===== config.mk =====
export PLATFORM = sky130hd
export DESIGN_NAME = mult_share_arbiter_flat
export DESIGN_NICKNAME = d
export VERILOG_FILES = /design/src/rtl/mult_share_arbiter_pkg.sv /design/src/rtl/mult_share_arbiter_if.sv /design/src/rtl/mult_share_arbiter_tag_pipe.sv /design/src/rtl/mult_share_arbiter.sv /design/src/flat_wrapper.sv
export SDC_FILE = /design/constraint.sdc
export NUM_CORES = 1
export LEC_CHECK = 0
export BUFFER_PORTS_ARGS = -buffer_cell sky130_fd_sc_hd__buf_2
export CORE_ASPECT_RATIO = 1.4
export CORE_MARGIN = 5
export CORE_UTILIZATION = 45
export DETAILED_ROUTE_END_ITERATION = 12
export HOLD_SLACK_MARGIN = 0.02
export PLACE_DENSITY = 0.86
export REMOVE_ABC_BUFFERS = 1
export SYNTH_ARGS = -nofsm -noshare
export SYNTH_HDL_FRONTEND = slang
export SYNTH_SLANG_ARGS = --single-unit

===== constraint.sdc =====
create_clock -name clk -period 4.9 [get_ports clk]
set_clock_uncertainty 0.2 [all_clocks]
set_input_delay 1.225 -clock clk [delete_from_list [all_inputs] [get_ports clk]]
set_output_delay 1.225 -clock clk [all_outputs]
set_load 0.01 [all_outputs]

===== src/rtl/mult_share_arbiter_pkg.sv =====
// mult_share_arbiter_pkg: operand/product widths, default SHIFT and MULT_LAT, signed operand and product types
package mult_share_arbiter_pkg;
  localparam int OP_W = 8;
  localparam int PROD_W = 16;
  localparam int DEF_SHIFT = 6;
  localparam int DEF_MULT_LAT = 1;
  typedef logic signed [OP_W-1:0] op_t;
  typedef logic signed [PROD_W-1:0] prod_t;
endpackage


===== src/rtl/mult_share_arbiter_if.sv =====
// mult_share_arbiter_if: bus bundle; slave=arbiter (in: req, op_a, op_b, mult_result; out: gnt, mult_a, mult_b, res_valid, res_data)
interface mult_share_arbiter_if
  import mult_share_arbiter_pkg::*;
#(parameter int N_REQ = 4);
  logic [N_REQ-1:0] req;
  logic [N_REQ*OP_W-1:0] op_a;
  logic [N_REQ*OP_W-1:0] op_b;
  logic [N_REQ-1:0] gnt;
  op_t mult_a;
  op_t mult_b;
  prod_t mult_result;
  logic [N_REQ-1:0] res_valid;
  prod_t res_data;
  modport slave (input req, op_a, op_b, mult_result, output gnt, mult_a, mult_b, res_valid, res_data);
  modport master (output req, op_a, op_b, mult_result, input gnt, mult_a, mult_b, res_valid, res_data);
endinterface


===== src/rtl/mult_share_arbiter_tag_pipe.sv =====
// mult_tag_pipe: DEPTH-stage {valid, tag} delay line; ports clk, rst, i_valid/i_tag in, o_valid/o_tag out; valid clears on rst
module mult_tag_pipe #(
  parameter int DEPTH = 2,
  parameter int TAG_W = 2
) (
  input  logic             clk,
  input  logic             rst,
  input  logic             i_valid,
  input  logic [TAG_W-1:0] i_tag,
  output logic             o_valid,
  output logic [TAG_W-1:0] o_tag
);
  logic r_valid [DEPTH];
  logic [TAG_W-1:0] r_tag [DEPTH];
  always_ff @(posedge clk) begin
    r_valid[0] <= rst ? 1'b0 : i_valid;
    r_tag[0] <= i_tag;
    for (int s = 1; s < DEPTH; s++) begin
      r_valid[s] <= rst ? 1'b0 : r_valid[s-1];
      r_tag[s] <= r_tag[s-1];
    end
  end
  assign o_valid = r_valid[DEPTH-1];
  assign o_tag = r_tag[DEPTH-1];
endmodule


===== src/rtl/mult_share_arbiter.sv =====
// mult_share_arbiter: round-robin sharing of one external 8x8 multiplier; ports clk, rst, bus (slave: req/op_a/op_b/mult_result in, gnt/mult_a/mult_b/res_valid/res_data out)
module mult_share_arbiter
  import mult_share_arbiter_pkg::*;
#(
  parameter int N_REQ = 4,
  parameter int MULT_LAT = DEF_MULT_LAT,
  parameter int SHIFT = DEF_SHIFT
) (
  input logic clk,
  input logic rst,
  mult_share_arbiter_if.slave bus
);
  localparam int IW = (N_REQ > 1) ? $clog2(N_REQ) : 1;
  logic [IW-1:0] r_ptr;
  logic [IW-1:0] w_idx;
  logic [IW-1:0] w_j;
  logic [IW-1:0] w_tag;
  logic w_any;
  logic w_grant;
  logic w_tvalid;
  op_t w_a [N_REQ];
  op_t w_b [N_REQ];
  op_t r_mult_a;
  op_t r_mult_b;
  logic [N_REQ-1:0] r_res_valid;
  prod_t r_res_data;
  for (genvar i = 0; i < N_REQ; i++) begin : g_slice
    assign w_a[i] = bus.op_a[i*OP_W +: OP_W];
    assign w_b[i] = bus.op_b[i*OP_W +: OP_W];
  end
  // scan offsets from the far end down so the requester nearest the pointer is the last writer and wins
  always_comb begin
    w_any = 1'b0;
    w_idx = '0;
    w_j = '0;
    for (int k = N_REQ - 1; k >= 0; k--) begin
      w_j = IW'((int'(r_ptr) + k) % N_REQ);
      if (bus.req[w_j]) begin
        w_any = 1'b1;
        w_idx = w_j;
      end
    end
  end
  assign w_grant = w_any & ~rst;
  assign bus.gnt = w_grant ? (N_REQ'(1) << w_idx) : '0;
  assign bus.mult_a = r_mult_a;
  assign bus.mult_b = r_mult_b;
  assign bus.res_valid = r_res_valid;
  assign bus.res_data = r_res_data;
  // one stage for the operand register plus MULT_LAT stages inside the external multiplier
  mult_tag_pipe #(.DEPTH(1 + MULT_LAT), .TAG_W(IW)) u_tag_pipe (
    .clk(clk),
    .rst(rst),
    .i_valid(w_grant),
    .i_tag(w_idx),
    .o_valid(w_tvalid),
    .o_tag(w_tag)
  );
  always_ff @(posedge clk) begin
    if (rst) begin
      r_ptr <= '0;
      r_mult_a <= '0;
      r_mult_b <= '0;
      r_res_valid <= '0;
      r_res_data <= '0;
    end else begin
      if (w_grant) begin
        r_ptr <= (int'(w_idx) == N_REQ - 1) ? '0 : w_idx + 1'b1;
        r_mult_a <= w_a[w_idx];
        r_mult_b <= w_b[w_idx];
      end
      r_res_valid <= w_tvalid ? (N_REQ'(1) << w_tag) : '0;
      if (w_tvalid) r_res_data <= bus.mult_result >>> SHIFT;
    end
  end
endmodule


===== src/flat_wrapper.sv =====
// flat-port wrapper written by rule: the top's interface ports become plain ports
module mult_share_arbiter_flat import mult_share_arbiter_pkg::*;
#(
  parameter int N_REQ = 4,
  parameter int MULT_LAT = DEF_MULT_LAT,
  parameter int SHIFT = DEF_SHIFT
)
  (clk, rst, bus_req, bus_op_a, bus_op_b, bus_mult_result, bus_gnt, bus_mult_a, bus_mult_b, bus_res_valid, bus_res_data);
  mult_share_arbiter_if #(.N_REQ(N_REQ)) bus_i ();
  input logic clk;
  input logic rst;
  input wire logic [$bits(bus_i.req)-1:0] bus_req;
  input wire logic [$bits(bus_i.op_a)-1:0] bus_op_a;
  input wire logic [$bits(bus_i.op_b)-1:0] bus_op_b;
  input wire logic [$bits(bus_i.mult_result)-1:0] bus_mult_result;
  output wire logic [$bits(bus_i.gnt)-1:0] bus_gnt;
  output wire logic [$bits(bus_i.mult_a)-1:0] bus_mult_a;
  output wire logic [$bits(bus_i.mult_b)-1:0] bus_mult_b;
  output wire logic [$bits(bus_i.res_valid)-1:0] bus_res_valid;
  output wire logic [$bits(bus_i.res_data)-1:0] bus_res_data;
  assign bus_i.req = bus_req;
  assign bus_i.op_a = bus_op_a;
  assign bus_i.op_b = bus_op_b;
  assign bus_i.mult_result = bus_mult_result;
  assign bus_gnt = bus_i.gnt;
  assign bus_mult_a = bus_i.mult_a;
  assign bus_mult_b = bus_i.mult_b;
  assign bus_res_valid = bus_i.res_valid;
  assign bus_res_data = bus_i.res_data;
  mult_share_arbiter #(.N_REQ(N_REQ), .MULT_LAT(MULT_LAT), .SHIFT(SHIFT)) u_core (.clk(clk), .rst(rst), .bus(bus_i));
endmodule

* After elaboration in Yosys (flattened, before gate mapping)
Memories as Yosys holds them, arrays and structs flattened. Index checks and enable logic that the tools add are counted. Widths: inputs -> output; s select.
Operators by class: $add $sub $neg 4, magnitude comparators 5, eq/ne operators 1, shift-type cells 2, mux-type cells 26, bitwise logic cells 4, reductions and logical operators 1
Operator list (number):
- $bmux 8 s2 | 2
- $mux 8 | 4
- $lt 2x3->1 const B | 4
- $mux 1 | 10
- $mux 2 | 5
- $bmux 1 s2 | 4
- $shl 1x2->4 const A | 2
- $add 2x1->2 const B | 2
- $add 2x2->2 const B | 2
- $mux 4 | 1
- $ge 3x3->1 const B | 1
- $not 2->3 | 1
- $eq 2x1->1 const B | 1
- $not 1->1 | 2
- $reduce_or 2->1 | 1
- $and 1x1->1 | 1
Word-level totals: register bits 32, memory bits (writable) 6, bits of input ports 86, output and inout bits 40, logic and storage cells 50, memories 2
Memories:
- u_core.u_tag_pipe.r_tag | depth 2, width 2, rd ports 2, clocked after Yosys merged registers in 0, wr ports 2, line mult_share_arbiter_tag_pipe.sv:14 | logic [TAG_W-1:0] r_tag [DEPTH];
- u_core.u_tag_pipe.r_valid | depth 2, width 1, rd ports 2, clocked after Yosys merged registers in 0, wr ports 2, line mult_share_arbiter_tag_pipe.sv:13 | logic r_valid [DEPTH];

* Depth between registers and ports, before layout
Gate-level depths: netlist (run 1).
depth after elaboration 11, depth in mapped cells 7

* Modules after synthesis
Synthesis (run 1) repeated with hierarchy kept, for this count alone.
Second synthesis, totals: cell total of the unflattened synthesis 202, area total of the unflattened synthesis 1978.1 um2
Modules (own cells, without submodules):
- mult_share_arbiter | instances 1, cells an instance 192, area an instance 1830.5 um2
- mult_tag_pipe | instances 1, cells an instance 10, area an instance 147.6 um2

* Worst setup path before layout (run 1)
No wires, ideal clock.
kind input -> output, start input bus_req[2], end output bus_gnt[0], arrival 2352 ps, required time 3475 ps, path slack 1123 ps, cell stages on the path 6, buffers on the path 2, cells stage by stage nor2b_2 a221oi_4 nor2_2 buf_2 buf_2 nor2_1
Between the ends: word-level cells in the longest chain between the ends 8, elaborated cells on any way between the ends 19, classes of those cells shift: 1; mux: 17; bitwise: 1
Ends and longest elaborated chain:
- from (decl) | line flat_wrapper.sv:12 | input wire logic [$bits(bus_i.req)-1:0] bus_req;
- $bmux 1 s2 | line mult_share_arbiter.sv:38 | if (bus.req[w_j]) begin
- $mux 1 (implied by the code) | line mult_share_arbiter.sv:38
- $mux 2 (3 in series) | line mult_share_arbiter.sv:38
- $mux 2 * | line mult_share_arbiter.sv:38
- net u_core.u_tag_pipe.i_tag[1] | line mult_share_arbiter_tag_pipe.sv:9 | input logic [TAG_W-1:0] i_tag,
- $shl 1x2->4 * | line mult_share_arbiter.sv:45 | assign bus.gnt = w_grant ? (N_REQ'(1) << w_idx) : '0;
- $mux 4 * | line mult_share_arbiter.sv:45
- to (decl) | line flat_wrapper.sv:16 | output wire logic [$bits(bus_i.gnt)-1:0] bus_gnt;
The timed path passes the listed nets; every way through them passes the cells marked *. The select of a mux whose other input is x is not followed.

* Final worst setup path (run 1)
start input bus_req[2], end output bus_gnt[2]
Between the ends: word-level cells in the longest chain between the ends 8, elaborated cells on any way between the ends 19, classes of those cells shift: 1; mux: 17; bitwise: 1
Ends and longest elaborated chain (line):
- $bmux 1 s2 | mult_share_arbiter.sv:38
- $mux 1 (implied by the code) | mult_share_arbiter.sv:38
- $mux 2 / $mux 1 (equally long branches) (4 in series) | mult_share_arbiter.sv:38
- $shl 1x2->4 / $and 1x1->1 (equally long branches) | mult_share_arbiter.sv:45, mult_share_arbiter.sv:44
- $mux 4 * | mult_share_arbiter.sv:45
Mark *: on every way between the ends. The rest lies on a longest branch, timed or not. The select of a mux whose other input is x is not followed.

==> reports/metrics.yaml, run 1 <==
async_flop_share_pct: 0
cp_common_cell: "buf_2"
crit_slowest_cell: "or3b_4"
slew_headroom_pct: 47.9
critPathLaunchType: "primary input"
setup-violations-final: 0
p_switching_uw: 268
swShare_pct: 28.4
combPwrFrac_pct: 26.7
cts.sinks: 38
dieArea_mm2: 0.00568
globalplace.congestion: 0.775
dp_cells: 344
ys_top_cells_by_count: "dfxtp_1, mux2i_1, nand2_1"
synth_seq_cells: 38
cp_num_buf_inv: 2
syn_to_final_growth_pct: 36.7
drt-wirelength-per-cell_um: 14.1
synth_edf_count: 0
whs_path_depth: 0
nets: 393
clkLatencyLatePin_ps: 280
crit_fanout: 12
stdcell_count: 352
insertedDiodeCount: 0
ys.flop_type: "dfxtp_1"
syn-mean-instance-area_um2: 9.98
design_area_mm2: 0.00262
cts_setup_buffers: 0
grt_max_degree: 19
die_w_um: 65.1
cts.clk_slew.worst_paths_ps: 80
synth_area_leaders: "dfxtp_1, mux2i_1, nand2_1, buf_4, mux2_2"
antenna_found_initial: 0
drcViolationCount: 0
hold_end: "u_core.u_tag_pipe.r_tag[0][2]$_DFF_P_"
first_global_vias: 1856
crit_family: "simple AND/OR/NAND/NOR gates"
crit_required_ps: 3470
port-buffer-count: 119
ir_worst_vdd_mv: 0.212
final_antenna_net_count: 0
tightest_slew_ps: 781
grt_pass1_wl_mm: 8.05
finalMaxSlewViolations: 0
crit_arrival_ps: 2640
cts_buffer_depth: 2
cts_tree: "yes"
yosysSeqAreaShare_pct: 39.7
gr-total-overflow: 0
reg2reg_depth: 6
whs_ps: 131
maxCapViolations: 0
clkPwrFrac_pct: 33.7
dr_total_vias: 1805
first_pass_iters: 4
ys_warn_count: 0
timing.rr.end: "u_core.bus.mult_b[6]$_SDFFE_PP0P_"
hold_viol_final: 0
start_util_pct: 45.9
num_rows: 28
rrSetupSlack_ps: 2690
cts_resized: 0
post_route_cells_drive_above_1_share_pct: 49.8
p_seq_share_pct: 39.6
hp-class: "flip-flop to flip-flop"
synth_cell_types: 43
status: "complete, no violations"
die_h_um: 87.2
place_area_mm2: 0.00248
ctsHoldBuffers: 0
synth_top_area_share_pct: 39.7
timing.final.crit_period_ps: 4060
synth_most_common_cell: "dfxtp_1"
track_usage_pct: 17.8
p_leak_nw: 1.36
slowest_delay_ps: 400
cts_buffers: 5
core_mm2: 0.00417
drtIter0Drc: 32
synth_cells: 192
timing.setup.tns_ps: 0
netlist_area_mm2: 0.00192
htree_levels: 2
crit_chain: "buf_2, or3b_4, o221ai_4, nand2_4, nor3_2, buf_2"
ios: 126
power.internal_uw: 675
critPathCaptureType: "output pin"
routed_wl_mm: 4.97
holdCritStartpoint: "u_core.u_tag_pipe.r_tag[0][0]$_DFF_P_"
vias_per_cell: 5.13
r2r-start: "u_core.r_ptr[1]$_SDFFE_PP0P_"
min_period_over_period_pct: 82.9
power.density_mw_per_mm2: 360
rsz0062_at_grt: "no"
clockRootBuffer: "clkbuf_8"
yosysTopAreaCell: "dfxtp_1"
critical_path_class: "primary input to output pin"
hpwl_mm: 3.94
fmax_ghz: 0.246
==> power by group through the flow <==
| stage | clock, mW | combinational [mW] | sequential (mW) |
|---|---|---|---|
| after floorplan | 0 | 0.137 | 0.393 |
| after global placement | 0 | 0.249 | 0.378 |
| after detailed placement | 0 | 0.255 | 0.379 |
| after CTS | 0.327 | 0.256 | 0.373 |
| after global routing | 0.342 | 0.277 | 0.379 |
| final | 0.318 | 0.251 | 0.373 |
==> sequential cells by signal (all words and copies together) (netlist names) <==
signal / count
u_core.bus.res_data: 10
u_core.u_tag_pipe.r_tag: 4
u_core.bus.mult_a: 8
u_core.bus.res_valid: 4
u_core.bus.mult_b: 8
u_core.u_tag_pipe.r_valid: 2
u_core.r_ptr: 2
==> kinds of logic after synthesis <==
kind of cell / Yosys count / synth area share (%)
and+or+nand+nor: 54 / 15.3
buffers and inverters: 22 / 7.45
muxes: 35 / 18.9
adders and majority gates: 1 / 0.653
DFF: 38 / 39.7
AOI/OAI and AO/OA: 42 / 17.9
==> per-stage QoR <==
step / total power [mW] / util [%] / worst slack [ps]
finish: 0.942 / 62.8 / 839
global route: 0.998 / 62.8 / 709
CTS: 0.957 / 62.8 / 819
detailed placement: 0.634 / 59.5 / 828
global placement: 0.627 / 59.5 / 833
floorplan: 0.530 / - / 912
==> final cells by class <==
class | instances | area (um^2)
sequential | 38 | 761
timing repair buffer | 122 | 618
tap | 45 | 56.3
multi-input combinational | 132 | 1010
clock buffer | 5 | 68.8
clock inverter | 3 | 68.8
inverter | 7 | 33.8
fill | 373 | 1550
==> worst reg2reg max path, delay by kind of cell (launching register included) <==
kind	cells	cell delay, ps
AOI/OAI and AO/OA	3	610
muxes	2	520
buffers and inverters	1	320
DFF	1	460
==> placed cells by master (no fill, tap or decap), drive strengths merged, types with 6 or more instances in the layout <==
| master | synthesis | routed |
|---|---|---|
| o221ai | 6 | 6 |
| dfxtp | 38 | 38 |
| buf | 12 | 122 |
| nand2 | 22 | 22 |
| mux2 | 7 | 7 |
| mux2i | 28 | 28 |
| o21ai | 11 | 11 |
| nor2 | 16 | 16 |
| inv | 7 | 7 |
| a22oi | 7 | 7 |
==> worst max path at each step <==
stage | to | slack [ps] | startpoint | depth (start not counted)
after CTS | bus_gnt[2] | 820 | bus_req[2] | 6
after floorplan | bus_gnt[0] | 910 | bus_req[0] | 4
after detailed placement | bus_gnt[2] | 830 | bus_req[2] | 6
final | bus_gnt[2] | 840 | bus_req[2] | 6
after global placement | bus_gnt[2] | 830 | bus_req[2] | 6
after global routing | bus_gnt[2] | 710 | bus_req[3] | 6
==> per-layer routing <==
layer  vias up  part of all wire, %  GRT usage (%)  routed length (um)
met2        97                   51           33.5                2530
met1       796                   37           18.7                1850
met3         7                   10           5.04                 515
li1        905                    -              -                   -
met4         0                  1.4           6.04                  70
met5         -                    0              0                   0
Note: power is estimated with default switching activity, not from simulation.
==> run 2: changes to the inputs <==
--- a/config.mk
+++ b/config.mk
@@ -8,10 +8,10 @@
 export BUFFER_PORTS_ARGS = -buffer_cell sky130_fd_sc_hd__buf_2
 export CORE_ASPECT_RATIO = 1.4
 export CORE_MARGIN = 5
-export CORE_UTILIZATION = 45
+export CORE_UTILIZATION = 42
 export DETAILED_ROUTE_END_ITERATION = 12
 export HOLD_SLACK_MARGIN = 0.02
-export PLACE_DENSITY = 0.86
+export PLACE_DENSITY = 0.81
 export REMOVE_ABC_BUFFERS = 1
 export SYNTH_ARGS = -nofsm -noshare
 export SYNTH_HDL_FRONTEND = slang
==> constraint.sdc (replaced) <==
create_clock -name clk -period 4.2 [get_ports clk]
set_clock_uncertainty 0.2 [all_clocks]
set_input_delay 1.05 -clock clk [delete_from_list [all_inputs] [get_ports clk]]
set_output_delay 1.05 -clock clk [all_outputs]
set_load 0.01 [all_outputs]
==> run 2 against run 1 <==
Net effect:
- global-route usage down 1.6 points
- first-iteration DRC count up 84%
- sequential share of layout area down 0.15 points
- combinational power up 16%
- die area up 6.2%
- largest power group unchanged
- critical path type unchanged
- flip-flop and latch count unchanged
- worst setup slack worse by 360 ps
- register-to-register slack worse by 870 ps
==> reports/metrics.yaml, run 2 (synthesis gave the netlist of run 1 again) <==
status: "complete, no violations"
die_w_um: 67.1
cts_buffers: 5
gr-total-overflow: 0
crit_chain: "buf_2, or3b_4, o221ai_4, nand2_4, nor3_2, buf_2"
startpoint: "bus_req[2]"
insertedDiodeCount: 0
num_rows: 29
hold_viol_final: 0
cts.sinks: 38
critPathLaunchType: "primary input"
crit_required_ps: 2950
routed_wl_mm: 5.04
largest_register_ffs: 10
dr_total_vias: 1829
slowest_delay_ps: 410
timing.setup.tns_ps: 0
cts_tree: "yes"
whs_ps: 128
drtIter0Drc: 59
clkLatencyLatePin_ps: 280
maxCapViolations: 0
rrSetupSlack_ps: 1820
port-buffer-count: 119
critPathCaptureType: "output pin"
rsz0062_at_grt: "no"
fillCellCount: 415
drcViolationCount: 0
dieArea_mm2: 0.00603
clockRootBuffer: "clkbuf_8"
r2r-start: "u_core.r_ptr[0]$_SDFFE_PP0P_"
crit_fanout: 12
nets: 392
power.density_mw_per_mm2: 415
cts.clk_slew.worst_paths_ps: 80
min_period_over_period_pct: 88.6
ctsHoldBuffers: 0
final_antenna_net_count: 0
reg2reg_depth: 6
cp-endpoint: "bus_gnt[2]"
syn_to_final_growth_pct: 37.4
globalplace.congestion: 0.713
layout_setup_ws_ps: 478
track_usage_pct: 16.3
timing.final.crit_period_ps: 3720
crit_slowest_cell: "or3b_4"
hpwl_mm: 3.98
antenna_found_initial: 0
finalMaxSlewViolations: 0
dp_slack_ps: 456
final_common_cell: "buf_2"
cp_common_cell: "buf_2"
cts_resized: 0
cts_setup_buffers: 0
core_mm2: 0.00446
grt_max_degree: 19
ir_worst_vdd_mv: 0.179
setup-violations-final: 0
drt-wirelength-per-cell_um: 13.7
start_util_pct: 42.9
post_route_cells_drive_above_1_share_pct: 49.7
first_global_vias: 1775
first_pass_iters: 4
final_cell_mix: "buf_2, dfxtp_1, mux2i_1, nand2_1, nor2_1"
hp-class: "flip-flop to flip-flop"
grt_pass1_wl_mm: 7.75
tightest_slew_ps: 828
timing.rr.end: "u_core.bus.mult_a[4]$_SDFFE_PP0P_"
p_leak_nw: 1.36
slew_headroom_pct: 44.8
die_h_um: 89.9
critical_path_class: "primary input to output pin"
htree_levels: 2
cts_buffer_depth: 2
dp_cells: 360
fmax_ghz: 0.269
ios: 126
stdcell_count: 368
crit_arrival_ps: 2470
vias_per_cell: 4.97
-- run 2: changes by cell type in the layout (fill, tap and decap cells not counted) --
cell   change
buf_4      -1
-- run 2: cell type report --
type	count	area, um^2	area share [%]
Clock buffer	5	68.8	2.61
Clock inverter	3	68.8	2.61
Inverter	7	33.8	1.28
Multi-Input combinational cell	132	1010	38.5
Sequential cell	38	761	28.9
Tap cell	62	77.6	2.95
Timing Repair Buffer	121	611	23.2
-- run 2: worst min-delay path by stage --
stage	from	end	slack (ps)	depth (start not counted)
2_1_floorplan	u_core.u_tag_pipe.r_tag[0][0]$_DFF_P_	u_core.u_tag_pipe.r_tag[0][2]$_DFF_P_	110	0
3_3_place_gp	u_core.u_tag_pipe.r_tag[0][0]$_DFF_P_	u_core.u_tag_pipe.r_tag[0][2]$_DFF_P_	110	0
3_5_place_dp	u_core.u_tag_pipe.r_tag[0][1]$_DFF_P_	u_core.u_tag_pipe.r_tag[0][3]$_DFF_P_	110	0
4_1_cts	u_core.u_tag_pipe.r_tag[0][1]$_DFF_P_	u_core.u_tag_pipe.r_tag[0][3]$_DFF_P_	140	0
5_1_grt	u_core.u_tag_pipe.r_tag[0][0]$_DFF_P_	u_core.u_tag_pipe.r_tag[0][2]$_DFF_P_	150	0
6_report	u_core.u_tag_pipe.r_tag[0][1]$_DFF_P_	u_core.u_tag_pipe.r_tag[0][3]$_DFF_P_	130	0
-- run 2: per-stage QoR --
stage,power [mW],area (um^2),utilization (%)
3_3_place_gp,0.727,2490,55.9
5_1_grt,1.15,2630,59.0
6_report,1.09,2630,59.0
4_1_cts,1.11,2630,59.0
3_5_place_dp,0.736,2490,55.9
2_1_floorplan,0.618,1810,-
-- run 2: power breakdown --
group	switching, mW	internal [mW]
clock network	0.128	0.238
registers	0.0281	0.407
logic	0.150	0.141
total	0.306	0.785
-- run 2: routing by layer --
layer | part of all wire, % | global-route usage [%] | vias up
met5 | 0 | 0 | -
met4 | 0.95 | 6.09 | 0
met3 | 9.3 | 5.36 | 6
met2 | 53 | 29.3 | 83
met1 | 37 | 16.7 | 832
li1 | - | - | 908
-- run 2: worst max-delay path: cells and delay by family --
family                 cells  cell delay, ps
buffers and inverters      2             370
and+or+nand+nor            3             920
AOI/OAI and AO/OA          1             130
